File: src/rtl/mem_req_scheduler.sv
// Round-robin scheduler sharing one tagged memory port among NUM_REQ requesters,
// with multiple outstanding loads routed back by tag. Optional perf counters: MEM_SCHED_PERF_EN.
module mem_req_lane #(
  parameter int TAG_W  = 4,
  parameter int DATA_W = 64
) (
  input  logic [1:0]        cmd,
  input  logic              full,
  input  logic              ack_sel,
  input  logic [TAG_W-1:0]  ack_tag,
  input  logic              ret_sel,
  input  logic [TAG_W-1:0]  ret_tag,
  input  logic [DATA_W-1:0] ret_data,
  output logic              elig,
  output logic [TAG_W-1:0]  response,
  output logic [TAG_W-1:0]  tag,
  output logic [DATA_W-1:0] rdata
);
  // Loads wait while the tag table is full; stores never do.
  assign elig     = (cmd != 2'd0) && !((cmd == 2'd1) && full);
  assign response = ack_sel ? ack_tag  : '0;
  assign tag      = ret_sel ? ret_tag  : '0;
  assign rdata    = ret_sel ? ret_data : '0;
endmodule

module mem_req_scheduler #(
  parameter int NUM_REQ         = 3,
  parameter int MAX_OUTSTANDING = 8
) (
  input  logic                      clk,
  input  logic                      reset,
  input  logic [NUM_REQ-1:0][1:0]   req_command,
  input  logic [NUM_REQ-1:0][31:0]  req_address,
  input  logic [NUM_REQ-1:0][63:0]  req_wdata,
  output logic [NUM_REQ-1:0][3:0]   req_response,
  output logic [NUM_REQ-1:0][3:0]   req_tag,
  output logic [NUM_REQ-1:0][63:0]  req_rdata,
  input  logic [3:0]                mem2proc_response,
  input  logic [3:0]                mem2proc_tag,
  input  logic [63:0]               mem2proc_rdata,
  output logic [1:0]                proc2mem_command,
  output logic [31:0]               proc2mem_address,
  output logic [63:0]               proc2mem_wdata,
`ifdef MEM_SCHED_PERF_EN
  output logic [31:0]               perf_accepts,
  output logic [31:0]               perf_retry_cycles,
`endif
  output logic                      err_bad_tag
);
  localparam logic [1:0] BUS_NONE = 2'd0;
  localparam logic [1:0] BUS_LOAD = 2'd1;
  localparam int ID_W = (NUM_REQ > 1) ? $clog2(NUM_REQ) : 1;

  typedef enum logic {IDLE, ISSUE} state_t;
  typedef struct packed {
    logic            vld;
    logic [ID_W-1:0] owner;
  } tbl_ent_t;

  state_t             state, state_nxt;
  logic [ID_W-1:0]    rr_ptr, gnt_id, pick_id;
  logic               pick_vld;
  tbl_ent_t [15:0]    own_tbl;
  logic [3:0]         outstanding;
  logic               full;
  logic [NUM_REQ-1:0] elig;
  logic [1:0]         gnt_cmd;
  logic               accept, load_acc, ret_hit, ret_bad;
  tbl_ent_t           ret_ent;

  assign full     = (outstanding >= 4'(MAX_OUTSTANDING));
  assign gnt_cmd  = req_command[gnt_id];
  assign load_acc = accept && (gnt_cmd == BUS_LOAD);
  assign ret_ent  = own_tbl[mem2proc_tag];
  assign ret_hit  = (mem2proc_tag != 4'd0) && ret_ent.vld;
  assign ret_bad  = (mem2proc_tag != 4'd0) && !ret_ent.vld;

  for (genvar g = 0; g < NUM_REQ; g++) begin : g_lane
    mem_req_lane #(.TAG_W(4), .DATA_W(64)) u_lane (
      .cmd      (req_command[g]),
      .full     (full),
      .ack_sel  (accept && (gnt_id == ID_W'(g))),
      .ack_tag  (mem2proc_response),
      .ret_sel  (ret_hit && (ret_ent.owner == ID_W'(g))),
      .ret_tag  (mem2proc_tag),
      .ret_data (mem2proc_rdata),
      .elig     (elig[g]),
      .response (req_response[g]),
      .tag      (req_tag[g]),
      .rdata    (req_rdata[g])
    );
  end

  // Two passes: indices at/above rr_ptr first, then wrap to those below it.
  always_comb begin
    pick_vld = 1'b0;
    pick_id  = '0;
    for (int i = 0; i < NUM_REQ; i++) begin
      if (!pick_vld && elig[i] && (ID_W'(i) >= rr_ptr)) begin
        pick_vld = 1'b1;
        pick_id  = ID_W'(i);
      end
    end
    for (int i = 0; i < NUM_REQ; i++) begin
      if (!pick_vld && elig[i] && (ID_W'(i) < rr_ptr)) begin
        pick_vld = 1'b1;
        pick_id  = ID_W'(i);
      end
    end
  end

  always_comb begin
    state_nxt        = state;
    accept           = 1'b0;
    proc2mem_command = BUS_NONE;
    proc2mem_address = '0;
    proc2mem_wdata   = '0;
    case (state)
      IDLE: if (pick_vld) state_nxt = ISSUE;
      ISSUE: begin
        proc2mem_command = gnt_cmd;
        proc2mem_address = req_address[gnt_id];
        proc2mem_wdata   = req_wdata[gnt_id];
        if (gnt_cmd == BUS_NONE) begin
          state_nxt = IDLE;
        end else if (mem2proc_response != 4'd0) begin
          accept    = 1'b1;
          state_nxt = IDLE;
        end
      end
      default: state_nxt = IDLE;
    endcase
  end

  always_ff @(posedge clk) begin
    if (reset) begin
      state       <= IDLE;
      rr_ptr      <= '0;
      gnt_id      <= '0;
      own_tbl     <= '0;
      outstanding <= '0;
      err_bad_tag <= 1'b0;
    end else begin
      state <= state_nxt;
      if ((state == IDLE) && pick_vld) gnt_id <= pick_id;
      if (accept) rr_ptr <= (gnt_id == ID_W'(NUM_REQ - 1)) ? '0 : gnt_id + 1'b1;
      // Clear before set so a same-tag return+accept leaves the new owner.
      if (ret_hit)  own_tbl[mem2proc_tag].vld <= 1'b0;
      if (load_acc) own_tbl[mem2proc_response] <= '{vld: 1'b1, owner: gnt_id};
      outstanding <= outstanding + {3'b0, load_acc} - {3'b0, ret_hit};
      if (ret_bad) err_bad_tag <= 1'b1;
    end
  end

`ifdef MEM_SCHED_PERF_EN
  logic retry_cyc;
  assign retry_cyc = (state == ISSUE) && (gnt_cmd != BUS_NONE) && (mem2proc_response == 4'd0);

  always_ff @(posedge clk) begin
    if (reset) begin
      perf_accepts      <= '0;
      perf_retry_cycles <= '0;
    end else begin
      if (accept && (perf_accepts != 32'hFFFF_FFFF))
        perf_accepts <= perf_accepts + 32'd1;
      if (retry_cyc && (perf_retry_cycles != 32'hFFFF_FFFF))
        perf_retry_cycles <= perf_retry_cycles + 32'd1;
    end
  end
`endif
endmodule
File: config.mk
export PLATFORM = sky130hd
export DESIGN_NAME = mem_req_scheduler
export DESIGN_NICKNAME = d
export VERILOG_FILES = /design/src/rtl/mem_req_scheduler.sv
export SDC_FILE = /design/constraint.sdc
export NUM_CORES = 1
export LEC_CHECK = 0
export ABC_AREA = 1
export CORE_AREA = 10 10 257 259
export DETAILED_ROUTE_END_ITERATION = 8
export DIE_AREA = 0 0 267 269
export DONT_BUFFER_PORTS = 1
export PLACE_DENSITY_LB_ADDON = 0.2
export SLEW_MARGIN = 20
export SYNTH_ARGS = -nofsm -noshare
export SYNTH_HDL_FRONTEND = slang
export SYNTH_HIERARCHICAL = 1
export SYNTH_SLANG_ARGS = --single-unit
File: constraint.sdc
create_clock -name clk -period 6.15 [get_ports clk]
set_clock_uncertainty 0.05 [all_clocks]
set_input_delay 1.23 -clock clk [delete_from_list [all_inputs] [get_ports clk]]
set_output_delay 1.23 -clock clk [all_outputs]
set_load 0.03 [all_outputs]
# Word level (Yosys, flattened, before mapping)
# Cells that the tools add are included.
[op_classes] shift=0 n_addsub=3 n_div=0 eq_ne=8 n_bitwise=1 order_cmp=12 mux=48 mul=0 reduce_logical=46
[op_table] op="two-way mux 64 bit" n=5
[op_table] op="two-way mux 48 bit" n=3
[op_table] op="binary-select mux 64 bit (select 2 bit)" n=1
[op_table] op="bitwise mux 48 bit" n=2
[op_table] op="binary-select mux 32 bit (select 2 bit)" n=1
[op_table] op="two-way mux 32 bit" n=2
[op_table] op="logical AND 1 bit" n=29
[op_table] op="demux 3 bit (select 4 bit)" n=2
[op_table] op="two-way mux 4 bit" n=6
[op_table] op="two-way mux 2 bit" n=7
[op_table] op="two-way mux 1 bit" n=13
[op_table] op="binary-select mux 3 bit (select 4 bit)" n=1
[op_table] op="== test 2 x 1 -> 1 bit (second input constant)" n=6
[op_table] op="less-than comparator 4 x 5 -> 1 bit (second input constant)" n=2
[op_table] op="zero test 1 bit" n=9
[op_table] op="two-way mux 3 bit" n=3
[op_table] op="greater-or-equal comparator 4 x 1 -> 1 bit (second input constant)" n=2
[op_table] op="nonzero test 4 bit" n=2
[op_table] op="zero test 2 bit" n=3
[op_table] op="nonzero test 2 bit" n=3
[op_table] op="adder 4 x 1 -> 4 bit" n=1
[op_table] op="binary-select mux 2 bit (select 2 bit)" n=1
[op_table] op="== test 2 bit (second input constant)" n=2
[op_table] op="greater-or-equal comparator 1 x 2 -> 1 bit (first input constant)" n=2
[op_table] op="9 further kinds" n=10
[totals] memories=0 output_inout_bits=315 ramBits=0 word_cells=155 latch_bits=0 rom_bits=0 in_bits=368 reg_bits=58

# Longest topological paths before layout
# Gate-level depths: netlist of the first run.
[logic_depth] ltp_word=28 mapped_depth=17

# Modules after synthesis
# The synthesis of the first run kept the hierarchy.
[modules_own_cells] mod="mem_req_scheduler" cells_each=1012 seq_area_each_um2=1161.1 instances=1 area_per_inst_um2=5430.2
[modules_own_cells] mod="mem_req_lane" cells_each=156 seq_area_each_um2=0.0 instances=3 area_per_inst_um2=658.1

# Least setup slack after synthesis of the first run
# OpenSTA, ideal clock, no wires.
[synth_path] path_kind="input to output" start="input mem2proc_tag[1]" end="output req_rdata[51] (netlist bit)" arrival_time_ns=2.879 setup_slack_ns=1.991 path_buffers=5 path_stages=16 cell_sequence="buf_2 > inv_2 > nor2_1 > buf_2 > a21oi_1 > nand2_1 > nand2_1 > nand2_1 > nor2_1 > nand2_1 > nor2_1 > buf_6 > buf_8 > buf_6 > nand2_1 > inv_1"
[synth_rtl] item="from (decl)" line="39" text="input logic [3:0] mem2proc_tag,"
[synth_rtl] item="to (decl)" line="37" text="output logic [NUM_REQ-1:0][63:0] req_rdata,"

==> flow_metrics.py, run 1 <==
metrics = {
    "outcome": {
        "status": "complete, no violations",
    },
    "setup_path": {
        "start_kind": "input port",
        "crit_path_frequent_cell": "nand2_1",
        "crit_fanout": 37,
        "crit_family": "simple AND/OR/NAND/NOR gates",
        "path_buf_inv": 4,
        "cp-startpoint": "mem2proc_tag[1]",
        "crit_chain": "inv_2, nor2_1, nand2_1, nand2_1, o21ai_0, nand2_1, inv_1, nand2_1, nand2_1, nor2_4, buf_4, nand2_1, inv_1",
        "r2r_start": "gnt_id[0]$_SDFFE_PP0P_",
        "crit_required_ps": 4870,
        "critical_path_class": "in2out",
        "cp-end-kind": "output pin",
        "critPathMaxStageDelay_ps": 530,
        "cp_slowest_cell": "nor2_1",
        "arrival_ps": 3720,
    },
    "place": {
        "placed_area_sq_um": 8010,
        "hpwlAfterDp_um": 44500,
        "dp_slack_ps": 1050,
        "io_buffers": 0,
        "dp.cells": 2198,
        "place_congestion": 0.956,
    },
    "timing": {
        "whs_ps": 375,
        "period_share_pct": 81.3,
        "finalSetupViolCount": 0,
        "rsz0062_at_grt": "false",
        "drv_slew": 0,
        "worst_slew_pin_slew_ps": 783,
        "hold_viol_final": 0,
        "worst_slack_ps": 1150,
        "min_period_ps": 5000,
        "relSlewSlack_pct": 47.7,
        "finalSetupTns_ps": 0,
        "fmax_mhz": 200,
    },
    "power_and_ir_drop": {
        "p_per_area_nw_per_um2": 189,
        "combPwrFrac_pct": 39.6,
        "internal-power_uw": 879,
        "seqPwrFrac_pct": 25.6,
        "ir_drop_mv": 0.169,
        "power.total_mw": 1.57,
        "leakage_nw": 5.44,
        "netSwitchingFraction_pct": 44.2,
        "power.switching_uw": 695,
        "pwr-share-clk_pct": 34.8,
    },
    "cells_and_area": {
        "layout-drive-gt1-share_pct": 7.94,
        "fin_util_pct": 13.7,
        "stdcell_area_sq_um": 8340,
        "fin_cells": 2217,
        "area_growth_pct": 12.7,
        "fin_nets": 1793,
    },
    "global_routing": {
        "grt_first_pass_wirelength_um": 67500,
        "globalRouteOverflowTotal": 0,
        "antenna_found_initial": 12,
        "grt_use_total_pct": 13.0,
        "first_global_vias": 8795,
        "grt_max_degree": 69,
    },
    "clocking": {
        "clockRootBuffer": "clkbuf_16",
        "clk_path_buf_depth": 2,
        "cts_buffers": 9,
        "tritoncts": "built",
        "path_clk_slew_ps": 60,
        "postCtsSetupRepairBufs": 0,
        "insertion_delay_ps": 340,
        "h-tree-depth": 3,
        "postCtsResizedCells": 0,
        "postCtsHoldBufs": 0,
        "cts_num_sinks": 58,
    },
    "die": {
        "die_w_um": 267,
        "start_util_pct": 12.1,
        "die_area_sq_um": 71800,
        "core_sq_um": 61000,
        "die_h_um": 269,
        "rows": 91,
        "io-pin-count": 683,
    },
    "yosys": {
        "post-synth-top-area-fraction_pct": 33.5,
        "ys_ff_latch": 58,
        "synth_warnings": 6,
        "yosysTopAreaCell": "nand2_1",
        "syn_inst": 1480,
        "synth_cell_types": 26,
        "seq_area_frac_synth_pct": 15.7,
        "synth_area_per_cell_sq_um": 5.00,
        "synthTopCellsByArea": "nand2_1, inv_1, dfxtp_1",
        "syn_area_sq_um": 7400,
        "synth_fp_nets": 1854,
    },
    "drt": {
        "via_per_inst": 4.04,
        "vias": 8954,
        "drt_pre_antenna_iters": 5,
        "routed_wl_um": 51100,
        "drtIter0Drc": 615,
        "routedWlPerCell_um": 23.1,
        "drtAntennaViolNets": 0,
        "drc": 0,
    },
    "hold_path": {
        "hp-start": "own_tbl[2]$_SDFF_PP0_",
        "hold_path.class": "reg2reg",
    },
    "job": {
        "max_cap_viol_count": 0,
    },
}
-- registers in the layout, summed over array words and instances (netlist names) --
| name | cells |
|---|---|
| outstanding | 4 |
| state | 1 |
| own_tbl | 48 |
| err_bad_tag | 1 |
| gnt_id | 2 |
| rr_ptr | 2 |
-- layout by cell type (no fill, tap or decap), types with 2 or more instances in the layout --
cell type / netlist / final
diode_2: 0 / 3
nand3_1: 60 / 60
inv_2: 32 / 32
clkbuf_8: 0 / 2
buf_12: 3 / 2
nand2_2: 41 / 41
nor2_4: 4 / 7
inv_1: 329 / 329
or2_2: 2 / 2
nand4_1: 5 / 5
dfxtp_1: 58 / 56
clkbuf_16: 0 / 10
a22oi_1: 82 / 82
o21ai_0: 15 / 15
nand2_1: 660 / 660
ha_1: 5 / 5
buf_4: 1 / 11
nor2_1: 46 / 43
a21oi_1: 51 / 51
-- cell families after synthesis --
logic type	share of synthesized area, %
and+or+nand+nor	44.6
buffers and inverters	25.5
AOI/OAI and AO/OA	13.0
DFF	15.7
adders and majority gates	1.12
xor gates and xnor gates	0.118
-- worst paths after layout --
path,end,slack [ps],cells past startpoint
min reg2reg,own_tbl[2]$_SDFF_PP0_,380,2
min,own_tbl[2]$_SDFF_PP0_,380,2
max,req_rdata[99],1150,13
max reg2reg,outstanding[2]$_SDFF_PP0_,3120,12
-- per-layer routing --
layer | wire length [um] | GRT usage [%]
met5 | 21 | 0
met4 | 886 | 3.04
met3 | 4390 | 3.67
met2 | 27300 | 25.0
met1 | 18500 | 13.6
-- cell usage after synthesis --
master / count
buf_4: 1
nor3_1: 1
buf_12: 3
nor2_4: 4
inv_2: 32
nand2_1: 660
buf_1: 14
clkbuf_1: 21
a31o_2: 1
nand3_1: 60
xor2_1: 1
ha_1: 5
dfxtp_1: 58
nor2_1: 46
a22oi_1: 82
inv_1: 329
buf_8: 3
buf_2: 31
nand2_2: 41
o211ai_1: 1
buf_6: 12
fa_1: 1
o21ai_0: 15
or2_2: 2
a21oi_1: 51
nand4_1: 5
-- final cells by class --
| cell class | instances | area, sq um |
|---|---|---|
| fillers | 7315 | 52700 |
| multi-input cells | 976 | 4380 |
| inverters | 361 | 1360 |
| flip-flops and latches | 58 | 1170 |
| well taps | 790 | 988 |
| clock buffers | 13 | 282 |
| repair buffers | 13 | 123 |
| clock inverters | 3 | 43.8 |
| diodes | 3 | 7.51 |
-- worst reg2reg max path, stage by stage (launching register included) --
cell     delay (ps)
dfxtp_2         720
inv_1           160
nor2_4          160
nand2_1          60
nand3_1          90
nand2_2          90
nor2_4          100
buf_4           490
ha_1            320
inv_1            70
fa_1            400
xor2_1          160
nor2_1           50
-- power by group through the flow --
stage	Clock, mW	Sequential, mW	Combinational (mW)
2_1_floorplan	0	0.395	0.500
3_3_place_gp	0	0.411	0.634
3_5_place_dp	0	0.411	0.637
4_1_cts	0.562	0.403	0.638
5_1_grt	0.578	0.404	0.688
6_report	0.547	0.403	0.623
(Power assumes the default switching activity.)
==> run 2: changes to the inputs <==
==> constraint.sdc (replaced) <==
create_clock -name clk -period 4 [get_ports clk]
set_clock_uncertainty 0.05 [all_clocks]
set_input_delay 0.8 -clock clk [delete_from_list [all_inputs] [get_ports clk]]
set_output_delay 0.8 -clock clk [all_outputs]
set_load 0.03 [all_outputs]
==> run 2 against run 1 <==
- non-clock buffer count rose by 16
- cell count grew 0.68%
- combinational power is 57% higher
- highest routed layer is now met4
- wire length decreased by 0.76%
==> flow_metrics.py, run 2 (synthesized netlist as in run 1, its figures left out) <==
metrics = {
    "power_and_ir_drop": {
        "seqPwrFrac_pct": 25.8,
        "internal-power_mw": 1.31,
        "netSwitchingFraction_pct": 44.9,
        "ir_drop_mv": 0.136,
        "leakage_nw": 5.52,
        "power.total_mw": 2.37,
        "power.switching_mw": 1.06,
        "combPwrFrac_pct": 41.4,
        "pwr-share-clk_pct": 32.8,
        "p_per_area_nw_per_um2": 280,
    },
    "setup_path": {
        "crit_path_frequent_cell": "nand2_1",
        "crit_fanout": 68,
        "crit_chain": "inv_1, nor2_1, nand2_1, nand4_1, nand2_1, nand2_1, nor2_1, nand2_1, nor2_4, buf_12, nand2_1, inv_1",
        "arrival_ps": 2720,
        "r2r_slack_ps": 1690,
        "cp-end-kind": "output pin",
        "start_kind": "input port",
        "critical_path_class": "in2out",
        "cp_slowest_cell": "inv_1",
        "crit_required_ps": 3150,
        "critPathMaxStageDelay_ps": 300,
    },
    "outcome": {
        "status": "complete, no violations",
    },
    "clocking": {
        "cts_num_sinks": 58,
        "cts_buffers": 9,
        "postCtsSetupRepairBufs": 0,
        "clk_path_buf_depth": 2,
        "postCtsResizedCells": 0,
        "insertion_delay_ps": 340,
        "postCtsHoldBufs": 0,
        "h-tree-depth": 3,
        "tritoncts": "built",
        "path_clk_slew_ps": 50,
        "clockRootBuffer": "clkbuf_16",
    },
    "die": {
        "die_w_um": 267,
        "start_util_pct": 12.1,
        "die_area_sq_um": 71800,
        "core_sq_um": 61000,
        "io-pin-count": 683,
        "rows": 91,
        "die_h_um": 269,
    },
    "timing": {
        "hold_viol_final": 0,
        "finalSetupViolCount": 0,
        "rsz0062_at_grt": "false",
        "finalSetupTns_ps": 0,
        "relSlewSlack_pct": 55.7,
        "drv_slew": 0,
        "period_share_pct": 89.3,
        "min_period_ps": 3570,
        "worst_slack_ps": 426,
        "worst_slew_pin_slew_ps": 664,
        "fmax_mhz": 280,
    },
    "cells_and_area": {
        "seq_area_sq_um": 1160,
        "nFillCells": 7249,
        "layout-drive-gt1-share_pct": 8.89,
        "top_register": "own_tbl",
        "reg.largest.list": "own_tbl x48, outstanding x4",
        "layout_common_cells": "nand2_1, inv_1, a22oi_1, nand3_1, dfxtp_1",
        "stdcell_area_sq_um": 8470,
        "largest_reg_flops": 48,
        "multi_input_area_sq_um": 4380,
        "fin_nets": 1809,
        "final_common_cell": "nand2_1",
        "area_growth_pct": 14.3,
    },
    "place": {
        "hpwlAfterDp_um": 44100,
        "placed_area_sq_um": 8170,
        "dp_slack_ps": 379,
        "io_buffers": 0,
        "place_congestion": 0.967,
    },
    "global_routing": {
        "grt_max_degree": 69,
        "grt_use_total_pct": 12.8,
        "grt_first_pass_wirelength_um": 67200,
        "first_global_vias": 8873,
        "antenna_found_initial": 11,
        "globalRouteOverflowTotal": 0,
    },
    "drt": {
        "drc": 0,
        "drt_pre_antenna_iters": 5,
        "routed.top_layer": "met4",
        "drtAntennaViolNets": 0,
        "routed_wl_um": 50700,
        "wl_met2_um": 27500,
        "met3_length_um": 4450,
        "wl_met1_um": 17900,
        "routedWlPerCell_um": 22.7,
        "drtIter0Drc": 592,
        "via_per_inst": 4.02,
        "vias": 8976,
    },
    "hold_path": {
        "hold_path.class": "reg2reg",
    },
    "job": {
        "max_cap_viol_count": 0,
    },
}
run 2: changes by cell type in the layout (fill, tap and decap cells not counted), sizes merged:
cell    change
clkinv      +2
clkbuf      -2
buf        +16
diode       -1
run 2: layer usage:
| metal | GRT usage (%) | up-vias |
|---|---|---|
| met5 | 0 | - |
| met4 | 2.52 | 0 |
| met2 | 25.5 | 554 |
| met3 | 3.86 | 49 |
| li1 | - | 4237 |
| met1 | 12.9 | 4136 |
run 2: critical path, delay by kind of cell:
| kind | cells | cell delay, ps |
|---|---|---|
| buffers and inverters | 3 | 820 |
| and+or+nand+nor | 9 | 1050 |
run 2: power groups by stage:
stage | Clock [mW] | Sequential, mW | Combinational [mW]
3_5_place_dp | 0 | 0.625 | 1.00
5_1_grt | 0.825 | 0.615 | 1.09
2_1_floorplan | 0 | 0.607 | 0.769
6_report | 0.777 | 0.612 | 0.981
3_3_place_gp | 0 | 0.625 | 0.999
4_1_cts | 0.799 | 0.612 | 1.01
run 2: path summary, 6_finish.rpt:
path / startpoint / cells past startpoint / endpoint
setup / recovery: mem2proc_tag[0] / 12 / req_rdata[7]
hold / removal: own_tbl[0]$_SDFFE_PP0P_ / 2 / own_tbl[0]$_SDFFE_PP0P_
setup reg to reg: gnt_id[0]$_SDFFE_PP0P_ / 10 / own_tbl[4]$_SDFFE_PP0P_
hold reg to reg: own_tbl[0]$_SDFFE_PP0P_ / 2 / own_tbl[0]$_SDFFE_PP0P_
run 2: final cells by class:
type	instances	share of cell area [%]
antenna	2	0.0591
clock buffer	11	2.87
clock inverter	5	0.635
inverter	361	16.0
multi-input combinational	976	51.7
sequential	58	13.8
tap	790	11.7
timing repair buffer	29	3.31
run 2: per-stage QoR:
step	util (%)	hold slack (ps)	cells
finish	13.9	379	2232
global route	13.9	388	2232
CTS	13.9	380	2230
detailed placement	13.4	373	2214
global placement	13.4	376	2214
floorplan	-	353	1480
==> run 3: changes to the inputs <==
==> constraint.sdc (replaced) <==
create_clock -name clk -period 4 [get_ports clk]
set_clock_uncertainty 0.05 [all_clocks]
set_input_delay 0.6 -clock clk [delete_from_list [all_inputs] [get_ports clk]]
set_output_delay 0.6 -clock clk [all_outputs]
set_load 0.03 [all_outputs]
==> run 3 against run 2 <==
- highest routed layer is now met5
- critical path type is now reg2out
- non-clock buffer count decreased by 13
- critical path depth is 1 lower
- clock power grew 7.1%
- critical endpoint is now req_response[11]
- largest power group unchanged
- largest cell class unchanged
==> flow_metrics.py, run 3 (synthesized netlist as in run 1, its figures left out) <==
metrics = {
    "outcome": {
        "status": "complete, no violations",
    },
    "timing": {
        "hold_viol_final": 0,
        "fmax_mhz": 313,
        "worst_slack_ps": 807,
        "period_share_pct": 79.8,
        "min_period_ps": 3190,
        "relSlewSlack_pct": 57.1,
        "finalSetupTns_ps": 0,
        "rsz0062_at_grt": "false",
        "finalSetupViolCount": 0,
        "worst_slew_pin_slew_ps": 644,
        "drv_slew": 0,
        "whs_ps": 313,
    },
    "clocking": {
        "path_clk_slew_ps": 60,
        "postCtsHoldBufs": 0,
        "postCtsResizedCells": 0,
        "clk_path_buf_depth": 2,
        "clockRootBuffer": "clkbuf_16",
        "insertion_delay_ps": 330,
        "cts_buffers": 9,
        "tritoncts": "built",
        "postCtsSetupRepairBufs": 0,
        "cts_num_sinks": 58,
        "h-tree-depth": 3,
    },
    "die": {
        "start_util_pct": 12.1,
        "die_h_um": 269,
        "die_area_sq_um": 71800,
        "io-pin-count": 683,
        "core_sq_um": 61000,
        "die_w_um": 267,
        "rows": 91,
    },
    "global_routing": {
        "grt_max_degree": 69,
        "grt_use_total_pct": 13.1,
        "grt_first_pass_wirelength_um": 68500,
        "globalRouteOverflowTotal": 0,
        "first_global_vias": 8858,
        "antenna_found_initial": 15,
    },
    "setup_path": {
        "arrival_ps": 2540,
        "rr_endpoint": "outstanding[2]$_SDFF_PP0_",
        "crit_required_ps": 3350,
        "crit_fanout": 17,
        "cp-end-kind": "output pin",
        "start_kind": "flip-flop",
        "r2r_start": "gnt_id[1]$_SDFFE_PP0P_",
        "critical_path_class": "reg2out",
        "r2r_slack_ps": 1630,
        "r2r_cells": 11,
    },
    "job": {
        "max_cap_viol_count": 0,
    },
    "drt": {
        "via_per_inst": 4.05,
        "vias": 8985,
        "drt_pre_antenna_iters": 5,
        "drtIter0Drc": 535,
        "drtAntennaViolNets": 0,
        "routed_wl_um": 51400,
        "drc": 0,
        "routedWlPerCell_um": 23.1,
    },
    "power_and_ir_drop": {
        "leakage_nw": 5.46,
        "p_per_area_nw_per_um2": 289,
        "ir_drop_mv": 0.154,
    },
    "cells_and_area": {
        "area_growth_pct": 13.2,
        "largest_reg_flops": 48,
        "final_common_cell": "nand2_1",
        "fin_nets": 1796,
        "reg.largest.list": "own_tbl x48, outstanding x4",
        "layout-drive-gt1-share_pct": 8.06,
        "layout_common_cells": "nand2_1, inv_1, a22oi_1, nand3_1, dfxtp_1",
        "top_register": "own_tbl",
    },
    "hold_path": {
        "min_path_cells": 1,
        "hold_path.class": "in2reg",
        "worstHoldEndpoint": "own_tbl[38]$_SDFF_PP0_",
        "hp-start": "reset",
    },
    "place": {
        "place_congestion": 0.957,
        "hpwlAfterDp_um": 44900,
        "io_buffers": 0,
        "dp_slack_ps": 887,
    },
}
[run 3: changes by cell type in the layout (fill, tap and decap cells not counted)]
cell       before  now
clkbuf_1        1    0
buf_4          24   12
bufinv_16       1    2
buf_12          5    4
diode_2         2    4
clkinv_2        3    2
[run 3: how the worst max path moves through the flow]
stage,slack [ps],start,end
after CTS,670,gnt_id[1]$_SDFFE_PP0P_,req_response[11]
after detailed placement,890,mem2proc_tag[0],req_tag[6]
final,810,gnt_id[1]$_SDFFE_PP0P_,req_response[11]
after global routing,510,gnt_id[1]$_SDFFE_PP0P_,req_response[9]
after global placement,890,mem2proc_tag[0],req_tag[6]
after floorplan,1100,mem2proc_tag[1],req_rdata[51]
[run 3: power breakdown]
group | switching (mW) | internal, mW
logic | 0.759 | 0.216
clock network | 0.275 | 0.557
registers | 0.0225 | 0.590
total | 1.06 | 1.36
[run 3: metrics by stage]
step | power [mW] | instance area (sq um) | utilization, % | cells
6_report | 2.42 | 8380 | 13.7 | 2220
2_1_floorplan | 1.38 | 7400 | - | 1480
3_5_place_dp | 1.62 | 8060 | 13.2 | 2201
3_3_place_gp | 1.62 | 8060 | 13.2 | 2201
4_1_cts | 2.47 | 8370 | 13.7 | 2216
5_1_grt | 2.58 | 8380 | 13.7 | 2217
[run 3: area by class of cell]
| type | instances | area (sq um) |
|---|---|---|
| tap | 790 | 988 |
| inverter | 361 | 1360 |
| timing repair buffer | 16 | 170 |
| fill | 7285 | 52600 |
| clock inverter | 5 | 78.8 |
| antenna | 4 | 10.0 |
| sequential | 58 | 1160 |
| multi-input combinational | 976 | 4380 |
| clock buffer | 10 | 239 |
[run 3: critical path, stage by stage, from the launching register on]
cell	delay [ps]
dfxtp_1	310
buf_4	220
nor2_4	380
nand2_1	130
nand3_1	100
nand2_1	70
nand2_1	190
nand2_1	110
nor3_1	240
buf_4	190
nand2_1	50
inv_1	220
[run 3: per-layer routing]
metal  GRT usage, %  vias to the layer above  share of wire (%)
met4           1.58                        4               0.88
met5              0                        -              0.053
met2           26.2                      586                 55
li1               -                     4206                  -
met1           13.5                     4141                 36
met3           3.69                       48                8.6
